==> src/rtl/ehl_gpio_pkg.sv <==
// Shared GPIO constants and types used by the input and output register blocks.
// Also defines the per-bit edge event that the filter reports to the status logic.
package ehl_gpio_pkg;

    localparam int GPIO_WIDTH       = 32;
    localparam int GPIO_SYNC_STAGES = 2;
    localparam int GPIO_DEBOUNCE_W  = 4;

    // Per-bit edge report: changed pulses while f is about to update; rising gives the new level.
    typedef struct packed {
        logic changed;
        logic rising;
    } edge_evt_t;

endpackage

==> src/rtl/ehl_gpio_in_if.sv <==
// Bundle between the pad/register-file side (master) and the ehl_gpio_in block (slave).
interface ehl_gpio_in_if
    import ehl_gpio_pkg::*;
#(
    parameter int WIDTH      = GPIO_WIDTH,
    parameter int DEBOUNCE_W = GPIO_DEBOUNCE_W
);
    logic [WIDTH-1:0]      gpio_in;
    logic [WIDTH-1:0]      debounce_en;
    logic [DEBOUNCE_W-1:0] filt_len;
    logic [WIDTH-1:0]      rise_en;
    logic [WIDTH-1:0]      fall_en;
    logic                  clr_wr;
    logic [WIDTH-1:0]      clr_data;
    logic [WIDTH-1:0]      gpio_value;
    logic [WIDTH-1:0]      irq_status;
    logic                  irq;

    modport master (
        output gpio_in, debounce_en, filt_len, rise_en, fall_en, clr_wr, clr_data,
        input  gpio_value, irq_status, irq
    );

    modport slave (
        input  gpio_in, debounce_en, filt_len, rise_en, fall_en, clr_wr, clr_data,
        output gpio_value, irq_status, irq
    );
endinterface

==> src/rtl/ehl_gpio_in_filter.sv <==
// One GPIO bit: pad synchronizer, optional debounce counter and filtered value f.
// Reports a combinational edge event in the cycle before f takes its new value.
module ehl_gpio_in_filter
    import ehl_gpio_pkg::*;
#(
    parameter int SYNC_STAGES = GPIO_SYNC_STAGES,
    parameter int DEBOUNCE_W  = GPIO_DEBOUNCE_W
) (
    input  logic                  clk,
    input  logic                  reset_n,
    input  logic                  pad,
    input  logic                  debounce_en,
    input  logic [DEBOUNCE_W-1:0] filt_len,
    output logic                  f,
    output edge_evt_t             evt
);

    logic [SYNC_STAGES-1:0] sync_q;
    logic                   s;
    logic [DEBOUNCE_W-1:0]  cnt_q;
    logic [DEBOUNCE_W-1:0]  cnt_next;
    logic                   f_next;

    // NOTE: the synchronizer flops are reset too, so no stale pad level survives a reset.
    always_ff @(posedge clk or negedge reset_n) begin
        if (!reset_n) begin
            sync_q <= '0;
        end else begin
            sync_q <= {sync_q[SYNC_STAGES-2:0], pad};
        end
    end

    // Only the last stage is observed; earlier stages may be metastable.
    assign s = sync_q[SYNC_STAGES-1];

    // NOTE: defaults first, so every path assigns f_next/cnt_next and no latch is inferred.
    always_comb begin
        f_next   = f;
        cnt_next = cnt_q;
        if (!debounce_en) begin
            f_next   = s;
            cnt_next = '0;
        end else if (s == f) begin
            cnt_next = '0;
        end else if (cnt_q >= filt_len) begin
            f_next   = s;
            cnt_next = '0;
        end else if (cnt_q != {DEBOUNCE_W{1'b1}}) begin
            cnt_next = cnt_q + 1'b1;
        end
    end

    // NOTE: state registers use non-blocking assignments so all flops see pre-edge values.
    always_ff @(posedge clk or negedge reset_n) begin
        if (!reset_n) begin
            f     <= 1'b0;
            cnt_q <= '0;
        end else begin
            f     <= f_next;
            cnt_q <= cnt_next;
        end
    end

    assign evt.changed = f_next ^ f;
    assign evt.rising  = f_next;

endmodule

==> src/rtl/ehl_gpio_in.sv <==
// GPIO input block: per-bit filters plus sticky write-1-to-clear edge status
// and an aggregated, registered interrupt.
module ehl_gpio_in
    import ehl_gpio_pkg::*;
#(
    parameter int WIDTH       = GPIO_WIDTH,
    parameter int SYNC_STAGES = GPIO_SYNC_STAGES,
    parameter int DEBOUNCE_W  = GPIO_DEBOUNCE_W
) (
    input  logic          clk,
    input  logic          reset_n,
    ehl_gpio_in_if.slave  bus
);

    logic [WIDTH-1:0] value;
    edge_evt_t        evt [WIDTH];
    logic [WIDTH-1:0] set_mask;
    logic [WIDTH-1:0] clr_mask;
    logic [WIDTH-1:0] status_q;
    logic [WIDTH-1:0] status_next;
    logic             irq_q;

    for (genvar gi = 0; gi < WIDTH; gi++) begin : g_bit
        ehl_gpio_in_filter #(
            .SYNC_STAGES (SYNC_STAGES),
            .DEBOUNCE_W  (DEBOUNCE_W)
        ) u_filter (
            .clk         (clk),
            .reset_n     (reset_n),
            .pad         (bus.gpio_in[gi]),
            .debounce_en (bus.debounce_en[gi]),
            .filt_len    (bus.filt_len),
            .f           (value[gi]),
            .evt         (evt[gi])
        );
    end

    always_comb begin
        set_mask = '0;
        for (int i = 0; i < WIDTH; i++) begin
            set_mask[i] = evt[i].changed &
                          ((evt[i].rising & bus.rise_en[i]) | (~evt[i].rising & bus.fall_en[i]));
        end
    end

    // A new event in the same cycle as its clear survives: set is OR-ed in after the clear.
    assign clr_mask    = bus.clr_wr ? bus.clr_data : '0;
    assign status_next = (status_q & ~clr_mask) | set_mask;

    always_ff @(posedge clk or negedge reset_n) begin
        if (!reset_n) begin
            status_q <= '0;
            irq_q    <= 1'b0;
        end else begin
            status_q <= status_next;
            irq_q    <= |status_q;  // irq trails irq_status by one cycle
        end
    end

    assign bus.gpio_value = value;
    assign bus.irq_status = status_q;
    assign bus.irq        = irq_q;

endmodule

==> src/flat_wrapper.sv <==
// flat-port wrapper written by rule: the top's interface ports become plain ports
module ehl_gpio_in_flat import ehl_gpio_pkg::*;
#(
    parameter int WIDTH       = GPIO_WIDTH,
    parameter int SYNC_STAGES = GPIO_SYNC_STAGES,
    parameter int DEBOUNCE_W  = GPIO_DEBOUNCE_W
)
  (clk, reset_n, bus_gpio_in, bus_debounce_en, bus_filt_len, bus_rise_en, bus_fall_en, bus_clr_wr, bus_clr_data, bus_gpio_value, bus_irq_status, bus_irq);
  ehl_gpio_in_if #(.WIDTH(WIDTH), .DEBOUNCE_W(DEBOUNCE_W)) bus_i ();
  input  logic clk;
  input  logic reset_n;
  input wire logic [$bits(bus_i.gpio_in)-1:0] bus_gpio_in;
  input wire logic [$bits(bus_i.debounce_en)-1:0] bus_debounce_en;
  input wire logic [$bits(bus_i.filt_len)-1:0] bus_filt_len;
  input wire logic [$bits(bus_i.rise_en)-1:0] bus_rise_en;
  input wire logic [$bits(bus_i.fall_en)-1:0] bus_fall_en;
  input wire logic [$bits(bus_i.clr_wr)-1:0] bus_clr_wr;
  input wire logic [$bits(bus_i.clr_data)-1:0] bus_clr_data;
  output wire logic [$bits(bus_i.gpio_value)-1:0] bus_gpio_value;
  output wire logic [$bits(bus_i.irq_status)-1:0] bus_irq_status;
  output wire logic [$bits(bus_i.irq)-1:0] bus_irq;
  assign bus_i.gpio_in = bus_gpio_in;
  assign bus_i.debounce_en = bus_debounce_en;
  assign bus_i.filt_len = bus_filt_len;
  assign bus_i.rise_en = bus_rise_en;
  assign bus_i.fall_en = bus_fall_en;
  assign bus_i.clr_wr = bus_clr_wr;
  assign bus_i.clr_data = bus_clr_data;
  assign bus_gpio_value = bus_i.gpio_value;
  assign bus_irq_status = bus_i.irq_status;
  assign bus_irq = bus_i.irq;
  ehl_gpio_in #(.WIDTH(WIDTH), .SYNC_STAGES(SYNC_STAGES), .DEBOUNCE_W(DEBOUNCE_W)) u_core (.clk(clk), .reset_n(reset_n), .bus(bus_i));
endmodule
==> config.mk <==
export PLATFORM = sky130hd
export DESIGN_NAME = ehl_gpio_in_flat
export DESIGN_NICKNAME = d
export VERILOG_FILES = /design/src/rtl/ehl_gpio_pkg.sv /design/src/rtl/ehl_gpio_in_if.sv /design/src/rtl/ehl_gpio_in_filter.sv /design/src/rtl/ehl_gpio_in.sv /design/src/flat_wrapper.sv
export SDC_FILE = /design/constraint.sdc
export NUM_CORES = 1
export LEC_CHECK = 0
export ABC_AREA = 1
export CAP_MARGIN = 20
export CORE_MARGIN = 8
export CORE_UTILIZATION = 59
export CTS_CLUSTER_DIAMETER = 200
export CTS_CLUSTER_SIZE = 10
export DETAILED_ROUTE_END_ITERATION = 10
export GPL_ROUTABILITY_DRIVEN = 0
export GPL_TIMING_DRIVEN = 0
export PLACE_DENSITY = 0.87
export SLEW_MARGIN = 20
export SYNTH_ARGS = -nofsm -noshare
export SYNTH_HDL_FRONTEND = slang
export SYNTH_SLANG_ARGS = --single-unit
==> constraint.sdc <==
create_clock -name clk -period 3.6 [get_ports clk]
set_clock_uncertainty 0.15 [all_clocks]
set_input_delay 0.72 -clock clk [delete_from_list [all_inputs] [get_ports clk]]
set_output_delay 0.72 -clock clk [all_outputs]
set_load 0.01 [all_outputs]
======== After elaboration in Yosys (flattened, before gate mapping) ========
Cells that the tools add are included.
storage, ports and cells
  latch bits .............................. 0
  output and inout bits ................... 65
  word-level logic and storage cells ...... 679
  memories kept ........................... 0
  bits in writable memories ............... 0
  bits in read-only memories .............. 0
  input port bits ......................... 167
  flip-flop bits (word level) ............. 257
operators by class
  multipliers ............................. 0
  shift operators ......................... 0
  reduce and logical (&&, ||, !) cells .... 1
  $lt $le $gt $ge ......................... 32
  mux-type cells .......................... 225
  $add $sub $neg .......................... 32
  bitwise operators ....................... 195
  equal/unequal tests ..................... 96
  div/mod/pow operators ................... 0
operators by type and width
  operator                                                                 number
  4-bit two-way mux                                                        128
  4-bit by 1-bit adder with 4-bit output, second input constant            32
  4-bit greater-or-equal comparator                                        32
  4-bit by 1-bit inequality test with 1-bit output, second input constant  32
  4-bit inequality test, second input constant                             32
  1-bit AND                                                                96
  1-bit two-way mux                                                        96
  32-bit AND                                                               1
  1-bit equality test                                                      32
  32-bit two-way mux                                                       1
  1-bit NOT                                                                32
  32-bit NOT                                                               1
  1-bit bitwise OR                                                         32
  32-bit bitwise OR                                                        1
  32-bit OR reduction                                                      1
  1-bit XOR                                                                32

======== Logic depth before layout (Yosys ltp) ========
Gate-level depths: netlist of run 1.
  word-level depth ........................ 9
  mapped depth ............................ 12
  mapped depth without buffers ............ 12

======== Hierarchy ========
Synthesis of run 1 repeated with hierarchy kept, for this count alone.
unflattened totals
  cell total of the unflattened synthesis .. 1969
  area, all modules ....................... 16298.1 µm²
modules (own cells, without submodules)
  module              times used  area each (µm²)  cells each  seq. area each (µm²)
  ehl_gpio_in_filter  32          451.7            53          175.2
  ehl_gpio_in         1           1844.3           273         825.8

======== Least setup slack after synthesis of run 1 ========
No wires, ideal clock.
  path kind ............................... input -> register
  from .................................... in bus_filt_len[1]
  to ...................................... reg u_core.status_q[30] (netlist: u_core.bus.irq_status[30])
  library setup time ...................... 0.117 ns
  slack ................................... 1.038 ns
  path buffers ............................ 0
  data required time ...................... 3.333 ns
  stages on the path ...................... 9
  arrival ................................. 2.296 ns
  cells stage by stage .................... inv_1 ha_1 a21boi_0 o21bai_1 nand2_1 nand2_1 nand3_1 nand2_1 nand2_1
on the way
  word-level cells in the longest chain between the ends .. 9
  elaborated cells between the ends (all ways) .. 11
  those cells by class .................... order compare (1); mux (3); bitwise (7)
RTL lines
  element                              line                      text
  start: declaration                   flat_wrapper.sv:14        input wire logic [$bits(bus_i.filt_len)-1:0] bus_filt_len;
  4-bit greater-or-equal comparator *  ehl_gpio_in_filter.sv:45  end else if (cnt_q >= filt_len) begin
  1-bit two-way mux *                  ehl_gpio_in_filter.sv:45
  1-bit two-way mux *                  ehl_gpio_in_filter.sv:43  end else if (s == f) begin
  1-bit two-way mux *                  ehl_gpio_in_filter.sv:40  if (!debounce_en) begin
  1-bit NOT                            ehl_gpio_in.sv:42         ((evt[i].rising & bus.rise_en[i]) | (~evt[i].rising & bus.fall_en[i]));
  1-bit AND                            ehl_gpio_in.sv:42
  1-bit bitwise OR                     ehl_gpio_in.sv:42
  1-bit AND *                          ehl_gpio_in.sv:41         set_mask[i] = evt[i].changed &
  32-bit bitwise OR *                  ehl_gpio_in.sv:48         assign status_next = (status_q & ~clr_mask) | set_mask;
  via u_core.status_next[30]           ehl_gpio_in.sv:20         logic [WIDTH-1:0] status_next;
  end signal: assignment               ehl_gpio_in.sv:55         status_q <= status_next;
  end: declaration                     ehl_gpio_in.sv:19         logic [WIDTH-1:0] status_q;
Mark *: on every way through the listed nets, which the timed path passes. The rest lies on a longest branch.
A chain may end at the register's enable or synchronous reset.

======== Worst setup path after layout of run 1 ========
  from .................................... in bus_filt_len[3]
  to ...................................... reg u_core.status_q[16] (netlist: u_core.bus.irq_status[16])
Same word-level chain as after synthesis.

==> results of run 1 <==
==> synthesized netlist by cell type (11+ instances only) <==
master	n	area share (%)
inv_1	288	7.0
nand2_2	21	0.85
o21ai_0	12	0.39
nor2_2	18	0.73
a21oi_2	13	0.74
xnor2_1	21	1.2
nor3_1	12	0.39
nor2_1	165	4.0
o21bai_1	11	0.54
xor2_1	31	1.8
or2_4	15	0.85
nor3_2	19	1.2
nand4_1	12	0.49
ha_1	160	13
and2_1	11	0.45
a21oi_1	78	2.5
nand3_1	204	6.6
buf_4	32	1.6
nand2_1	473	12
dfrtp_1	257	42
==> cells in the final DEF (no fill, tap or decap), types with 2 or more instances in the layout <==
cell type	instances
nand2_1	473
inv_1	285
dfrtp_1	257
clkdlybuf4s50_1	229
nand3_1	204
nor2_1	165
ha_1	160
a21oi_1	78
buf_4	32
xor2_1	31
clkbuf_16	29
nand2_2	21
xnor2_1	21
nor3_2	19
nor2_2	18
or2_4	15
a21oi_2	13
o21ai_0	12
nand4_1	12
nor3_1	12
o21bai_1	11
and2_1	11
a21boi_0	10
nor4_1	8
nor2_4	6
buf_16	6
clkbuf_1	3
o21ai_2	3
inv_2	3
a211oi_2	3
nand3b_1	2
==> per-layer routing <==
metal,global-route usage [%],up-vias
met5,0,-
met3,5.09,94
met4,8.96,2
li1,-,6544
met2,44.2,317
met1,27.7,6186
==> registers in the layout (all words and copies together), names as in the netlist <==
name / count
u_core.g_bit.u_filter.cnt_q: 128
u_core.g_bit.u_filter.sync_q: 64
u_core.bus.irq_status: 32
u_core.g_bit.u_filter.f: 32
u_core.bus.irq: 1
==> how the worst min path moves through the flow <==
stage | startpoint | endpoint | slack, ns | cells after the start
floorplan | u_core.g_bit[0].u_filter.sync_q[0] | u_core.g_bit[0].u_filter.sync_q[1] | 0.18 | 0
global placement | u_core.g_bit[25].u_filter.sync_q[0] | u_core.g_bit[25].u_filter.sync_q[1] | 0.18 | 0
detailed placement | u_core.g_bit[9].u_filter.sync_q[0] | u_core.g_bit[9].u_filter.sync_q[1] | 0.18 | 0
CTS | u_core.g_bit[9].u_filter.sync_q[0] | u_core.g_bit[9].u_filter.sync_q[1] | 0.20 | 0
global route | u_core.g_bit[29].u_filter.sync_q[0] | u_core.g_bit[29].u_filter.sync_q[1] | 0.20 | 0
finish | u_core.g_bit[28].u_filter.sync_q[0] | u_core.g_bit[28].u_filter.sync_q[1] | 0.20 | 0
==> layout make-up <==
class,instances,area [um2],area share [%]
Clock inverter,1,5.00,0.0262
Timing Repair Buffer,239,2510,13.1
Clock buffer,29,726,3.81
Buffer,35,251,1.32
Tap cell,335,419,2.20
Multi-Input combinational cell,1317,7650,40.1
Antenna cell,1,2.50,0.0131
Inverter,288,1080,5.67
Sequential cell,257,6430,33.7
==> stage by stage <==
| step | std cells | cell area [um2] | hold WS [ns] |
|---|---|---|---|
| 3_3_place_gp | 2463 | 18100 | 0.181 |
| 4_1_cts | 2501 | 19100 | 0.197 |
| 2_1_floorplan | 1897 | 15400 | 0.181 |
| 3_5_place_dp | 2470 | 18300 | 0.185 |
| 6_report | 2502 | 19100 | 0.197 |
| 5_1_grt | 2502 | 19100 | 0.202 |
==> power by group <==
part           internal [mW]  switching [mW]
sequential              3.12           0.245
combinational          0.833           0.845
clock                   1.40            1.10
total                   5.36            2.19
==> logic make-up after synthesis <==
group,Yosys count
flip-flops,257
buffers and inverters,323
AO/OA/AOI/OAI,134
AND/OR/NAND/NOR,970
XOR/XNOR,53
adder cells (fa/ha/maj),160
==> repair_timing <==
| item | CTS | global route |
|---|---|---|
| buffers inserted | 0 | 0 |
| gates resized for setup | 0 | 0 |
| endpoints found under the setup margin | 0 | 0 |
| endpoints found under the hold margin | 52 | 0 |
| hold buffers | 1 | 0 |
==> results by group, run 1 <==
Run status
  • Outcome: finished, final reports clean

Cells and area
  • Final net count: 2,494
  • Post-route core utilization: 73.8%
  • Synth-to-Final Area Change: 23.7%
  • Share of cells above drive strength 1: 8.17%
  • Fillers: 1,866

Detailed routing
  • DR WL met2: 19,300 um
  • WL met3: 2260 um
  • Post-route ant nets: 0
  • Wirelength per Cell: 15.3 um
  • Final wirelength: 38,200 um
  • Met1 WL: 15,300 um
  • Drt via density: 5.25
  • 1st-iter DRT viols: 658
  • Number of vias in the routed layout: 13,100
  • DRC viols: 0
  • Highest Signal Layer: met5
  • TritonRoute pass-1 iters: 5

Setup path
  • Arrival time at the worst endpoint: 2.88 ns
  • Cell family with most CP delay: buffers and inverters
  • Reg-to-reg slack, setup: 1.21 ns
  • Worst r2r src: u_core.bus.irq_status[9]
  • Reg-to-reg endpoint: u_core.bus.irq
  • CP bufs+invs: 3
  • CP max-delay cell: clkdlybuf4s50_1
  • Worst Path Required: 3.87 ns
  • Worst path depth: 12
  • Crit path cell chain: clkdlybuf4s50_1, inv_2, buf_16, ha_1, nand2_1, nand2_1, nor2_2, nand2_2, nand2_1, nand3_1, nand3_1, nand2_1
  • CP most frequent cell: nand2_1
  • CP endpoint: u_core.bus.irq_status[16]
  • Startpoint Class: primary input
  • Crit end category: register
  • Crit path largest cell delay: 0.42 ns
  • Worst-path fanout max: 18
  • Critical Path Start: bus_filt_len[3]
  • Number of cells on the worst reg-to-reg path: 3
  • CP Class: primary input to register

Die
  • Die height: 178 um
  • Site Rows: 59
  • I/O pin count: 232
  • Core area: 0.0258 mm2
  • Die Area: 0.0315 mm2
  • Die width: 178 um
  • Initial cell density of the core: 59.6%

Synth
  • Largest family of logic cells by synthesized area: simple AND/OR/NAND/NOR gates
  • Synth Area in XOR/XNOR: 3.06%
  • Fraction of registers with async set/reset: 100%
  • Compound-cell area share of the yosys netlist: 5.32%
  • Post-synth EDFFs: 0
  • Synthesized area: 0.0154 mm2
  • Syn Inst Count: 1,897
  • Yosys cell types: 36
  • Area share of fa/ha/maj cells after synthesis: 13.0%
  • Seq/Total Area, Yosys: 41.7%
  • Flops & latches, synth: 257
  • Ys flop type: dfrtp_1
  • Post-synthesis simple-gate area fraction: 28.3%
  • Yosys Warn Count: 0
  • Multiplexer share of the synthesized area: 0%
  • Net Count, Synth: 2,224
  • Avg Cell Area, Syn: 8.12 um2

Place
  • Setup Slack @ Placement: 0.421 ns
  • Buffers on Ports: 231
  • Detail Placement HPWL: 29,100 um

Global route
  • Vias in the first global route: 13,700
  • Initial antenna violation count: 2
  • Largest net degree at the start of global routing: 97
  • GRT Overall Usage: 24.3%
  • First-pass GRT wire length: 63,200 um
  • Global route overflow: 0

Timing
  • Period utilization: 72.6%
  • Total negative slack: 0 ns
  • Final Hold Violating Endpoints: 0
  • Relative slew slack: 25.7%
  • Minimum clock period: 2.61 ns
  • RSZ-0062 raised after global routing: false
  • Fmax achieved: 383 MHz
  • Setup violators final: 0
  • Slew @ Worst Pin: 1.10 ns
  • Worst Slack Setup Final: 0.987 ns
  • Max-slew violation count: 0

Clock tree
  • Root buf cell: clkbuf_16
  • CTS tree: built
  • Clock buffer depth: 3
  • Clk sinks: 257
  • Clock slew at reported path FFs: 0.06 ns
  • TritonCTS buffer count: 29
  • Clock Latency Late Sink: 0.54 ns
  • H-tree depth: 1

Power
  • Peak supply drop: 340 uV
  • Pleak: 10.0 nW
  • Power Density: 396 mW/mm2
  • Power Total: 7.55 mW

Job
  • Max-Cap Viols: 0

Min path
  • Hold Crit Class: register to register
No activity file was read; power rests on OpenSTA's default activity.
==> run 2, diff against run 1 <==
Settings changed: CORE_UTILIZATION 59 to 50, PLACE_DENSITY 0.87 to 0.79.
Clock period 3.6 ns to 2.2 ns, I/O delays scaled along.
==> results by group, run 2 (same netlist as run 1, synthesis figures left out) <==
Clock tree
  • CTS tree: built
  • TritonCTS buffer count: 29 (unchanged)
  • Root buf cell: clkbuf_16
  • H-tree depth: 1 (unchanged)
  • Clock slew at reported path FFs: 0.06 ns (about the same)
  • Clk sinks: 257 (unchanged)
  • Clock Latency Late Sink: 0.53 ns (about the same)
  • Clock buffer depth: 3 (unchanged)

Setup path
  • Worst Path Required: 1.61 ns (-2.26 ns)
  • Crit end category: output port
  • Startpoint Class: register
  • Reg-to-reg slack, setup: 0.29 ns (-0.92 ns)
  • CP bufs+invs: 2 (-1)
  • Cell family with most CP delay: buffers and inverters
  • Reg-to-reg endpoint: u_core.bus.irq
  • Crit path cell chain: buf_4, clkdlybuf4s50_1
  • Number of cells on the worst reg-to-reg path: 3 (unchanged)
  • Worst-path fanout max: 3 (-15)
  • Arrival time at the worst endpoint: 1.56 ns (-1.32 ns)
  • Worst r2r src: u_core.bus.irq_status[11]
  • Crit path largest cell delay: 0.52 ns (+0.10 ns)
  • CP Class: register to output port
  • CP max-delay cell: clkdlybuf4s50_1

Global route
  • GRT Overall Usage: 21.0% (-3.3 points)
  • GRT busiest layer: met2
  • Initial antenna violation count: 3 (+1)
  • Met1 Use GR: 25.0% (-2.7 points)
  • Vias in the first global route: 13,300 (-2.9%)
  • GR met3 Demand/Resource: 5.20% (+0.11 points)
  • Met2 usage: 37.0% (-7.2 points)
  • First-pass GRT wire length: 63,300 um (+0.26%)
  • Largest net degree at the start of global routing: 99 (+2.1%)
  • Global route overflow: 0 (unchanged)

Run status
  • Outcome: finished, final reports clean

Die
  • Core area: 0.0305 mm2 (+18%)
  • Site Rows: 64 (+8.5%)
  • Die width: 192 um (+7.8%)
  • Initial cell density of the core: 50.5% (-9.1 points)
  • Die Area: 0.0367 mm2 (+16%)
  • I/O pin count: 232 (unchanged)
  • Die height: 192 um (+7.8%)

Min path
  • Hold_sp: bus_gpio_in[4]
  • Hold Crit Depth: 1 (+1)
  • Hold Crit Class: primary input to register
  • Hold Crit Endpoint: u_core.g_bit[4].u_filter.sync_q[0]

Timing
  • Slew @ Worst Pin: 0.782 ns (-0.322 ns)
  • Setup violators final: 0 (unchanged)
  • Fmax achieved: 465 MHz
  • Period utilization: 97.7%
  • Minimum clock period: 2.15 ns
  • Max-slew violation count: 0 (unchanged)
  • Relative slew slack: 47.9% (+22 points)
  • Hold Slack: 0.191 ns (-0.00548 ns)
  • Final Hold Violating Endpoints: 0 (unchanged)

Detailed routing
  • DRC viols: 0 (unchanged)
  • TritonRoute pass-1 iters: 7 (+2)
  • Drt via density: 5.07 (-3.4%)
  • 1st-iter DRT viols: 680 (+3.3%)
  • Number of vias in the routed layout: 13,200 (+0.27%)
  • Post-route ant nets: 0 (unchanged)
  • Wirelength per Cell: 15.0 um (-1.9%)
  • Final wirelength: 38,900 um (+1.9%)

Power
  • Pleak: 10.2 nW (+1.8%)
  • Power Density: 639 mW/mm2 (+62%)
  • Peak supply drop: 709 uV (+110%)

Cells and area
  • Share of cells above drive strength 1: 9.91% (+1.7 points)
  • Biggest regs: u_core.g_bit.u_filter.cnt_q x128, u_core.g_bit.u_filter.sync_q x64
  • Seq. cell area: 0.00644 mm2 (about the same)
  • Area of the multi-input gates: 0.00766 mm2 (+0.23%)
  • Fillers: 2,430 (+30%)
  • Final net count: 2,528 (+1.4%)
  • Highest-count cells in the layout ignoring fill and taps: 473 x nand2_1, 285 x inv_1, 253 x dfrtp_1, 222 x clkdlybuf4s50_1, 203 x nand3_1
  • Synth-to-Final Area Change: 26.2%
  • Max reg flops: 128 (unchanged)
  • Post-route core utilization: 63.8% (-10 points)
  • Biggest register: u_core.g_bit.u_filter.cnt_q
  • Commonest non-fill, non-tap cell in the layout: nand2_1

Place
  • Buffers on Ports: 231 (unchanged)
  • Detail Placement HPWL: 28,500 um (-2.2%)

Job
  • Max-Cap Viols: 0 (unchanged)
## run 2: cell count changes in the layout (fill, tap and decap cells not counted), sizes merged, moves of 3 or more
cell | previous run | this run
clkdlybuf4s50 | 229 | 222
inv | 288 | 285
buf | 41 | 73
clkinvlp | 0 | 4
dlygate4sd2 | 0 | 3
dlymetal6s2s | 0 | 3
## run 2: stage by stage
stage	TNS [ns]	instances	worst slack [ns]	power (mW)	instance area (um2)
final	0	2598	0.0509	12.4	19400
after global routing	-0.00126	2598	-0.00126	13.2	19400
after CTS	0	2590	0.000378	12.6	19400
after detailed placement	-226.14	2528	-1.32	8.30	18300
after global placement	-3012.80	2524	-10.62	8.15	18200
after floorplan	0	1897	0.0180	6.96	15400
## run 2: worst max path at each step
| stage | start | endpoint | slack (ns) | depth (start not counted) |
|---|---|---|---|---|
| 6_report | u_core.g_bit[3].u_filter.f | bus_gpio_value[3] | 0.05 | 2 |
| 5_1_grt | u_core.g_bit[14].u_filter.f | bus_gpio_value[14] | -0.001 | 2 |
| 4_1_cts | u_core.bus.irq_status[11] | u_core.bus.irq | 0.0004 | 3 |
| 3_5_place_dp | bus_filt_len[3] | u_core.bus.irq_status[30] | -1.32 | 9 |
| 3_3_place_gp | reset_n | u_core.g_bit[8].u_filter.f | -10.62 | 1 |
| 2_1_floorplan | bus_filt_len[2] | u_core.g_bit[18].u_filter.cnt_q[2] | 0.02 | 8 |
## run 2: power breakdown
part / internal (mW) / leakage, nW / switching [mW]
clock: 2.30 / 0.361 / 1.80
combinational: 1.44 / 6.57 / 1.43
sequential: 5.11 / 3.28 / 0.364
total: 8.85 / 10.2 / 3.59
## run 2: timing repair
item,4_1_cts,5_1_grt
gates resized for setup,9,11
buffers inserted,29,6
hold buffers,1,0
endpoints found under the setup margin,218,11
gates cloned,2,0
endpoints found under the hold margin,63,0
## run 2: metal layers
layer / routed length [um] / up-vias
li1: - / 6617
met1: 16200 / 6169
met2: 19200 / 318
met3: 2580 / 73
met4: 913 / 2
met5: 13 / -
## run 2: final cells by class
type                            count  area share (%)
Inverter                          288            5.73
Clock inverter                      1          0.0257
Multi-Input combinational cell   1317            39.4
Tap cell                          396            2.55
Buffer                             35            1.29
Timing Repair Buffer              271            14.1
Sequential cell                   257            33.1
Clock buffer                       29            3.73
Antenna cell                        2          0.0257
Timing Repair inverter              2          0.0772
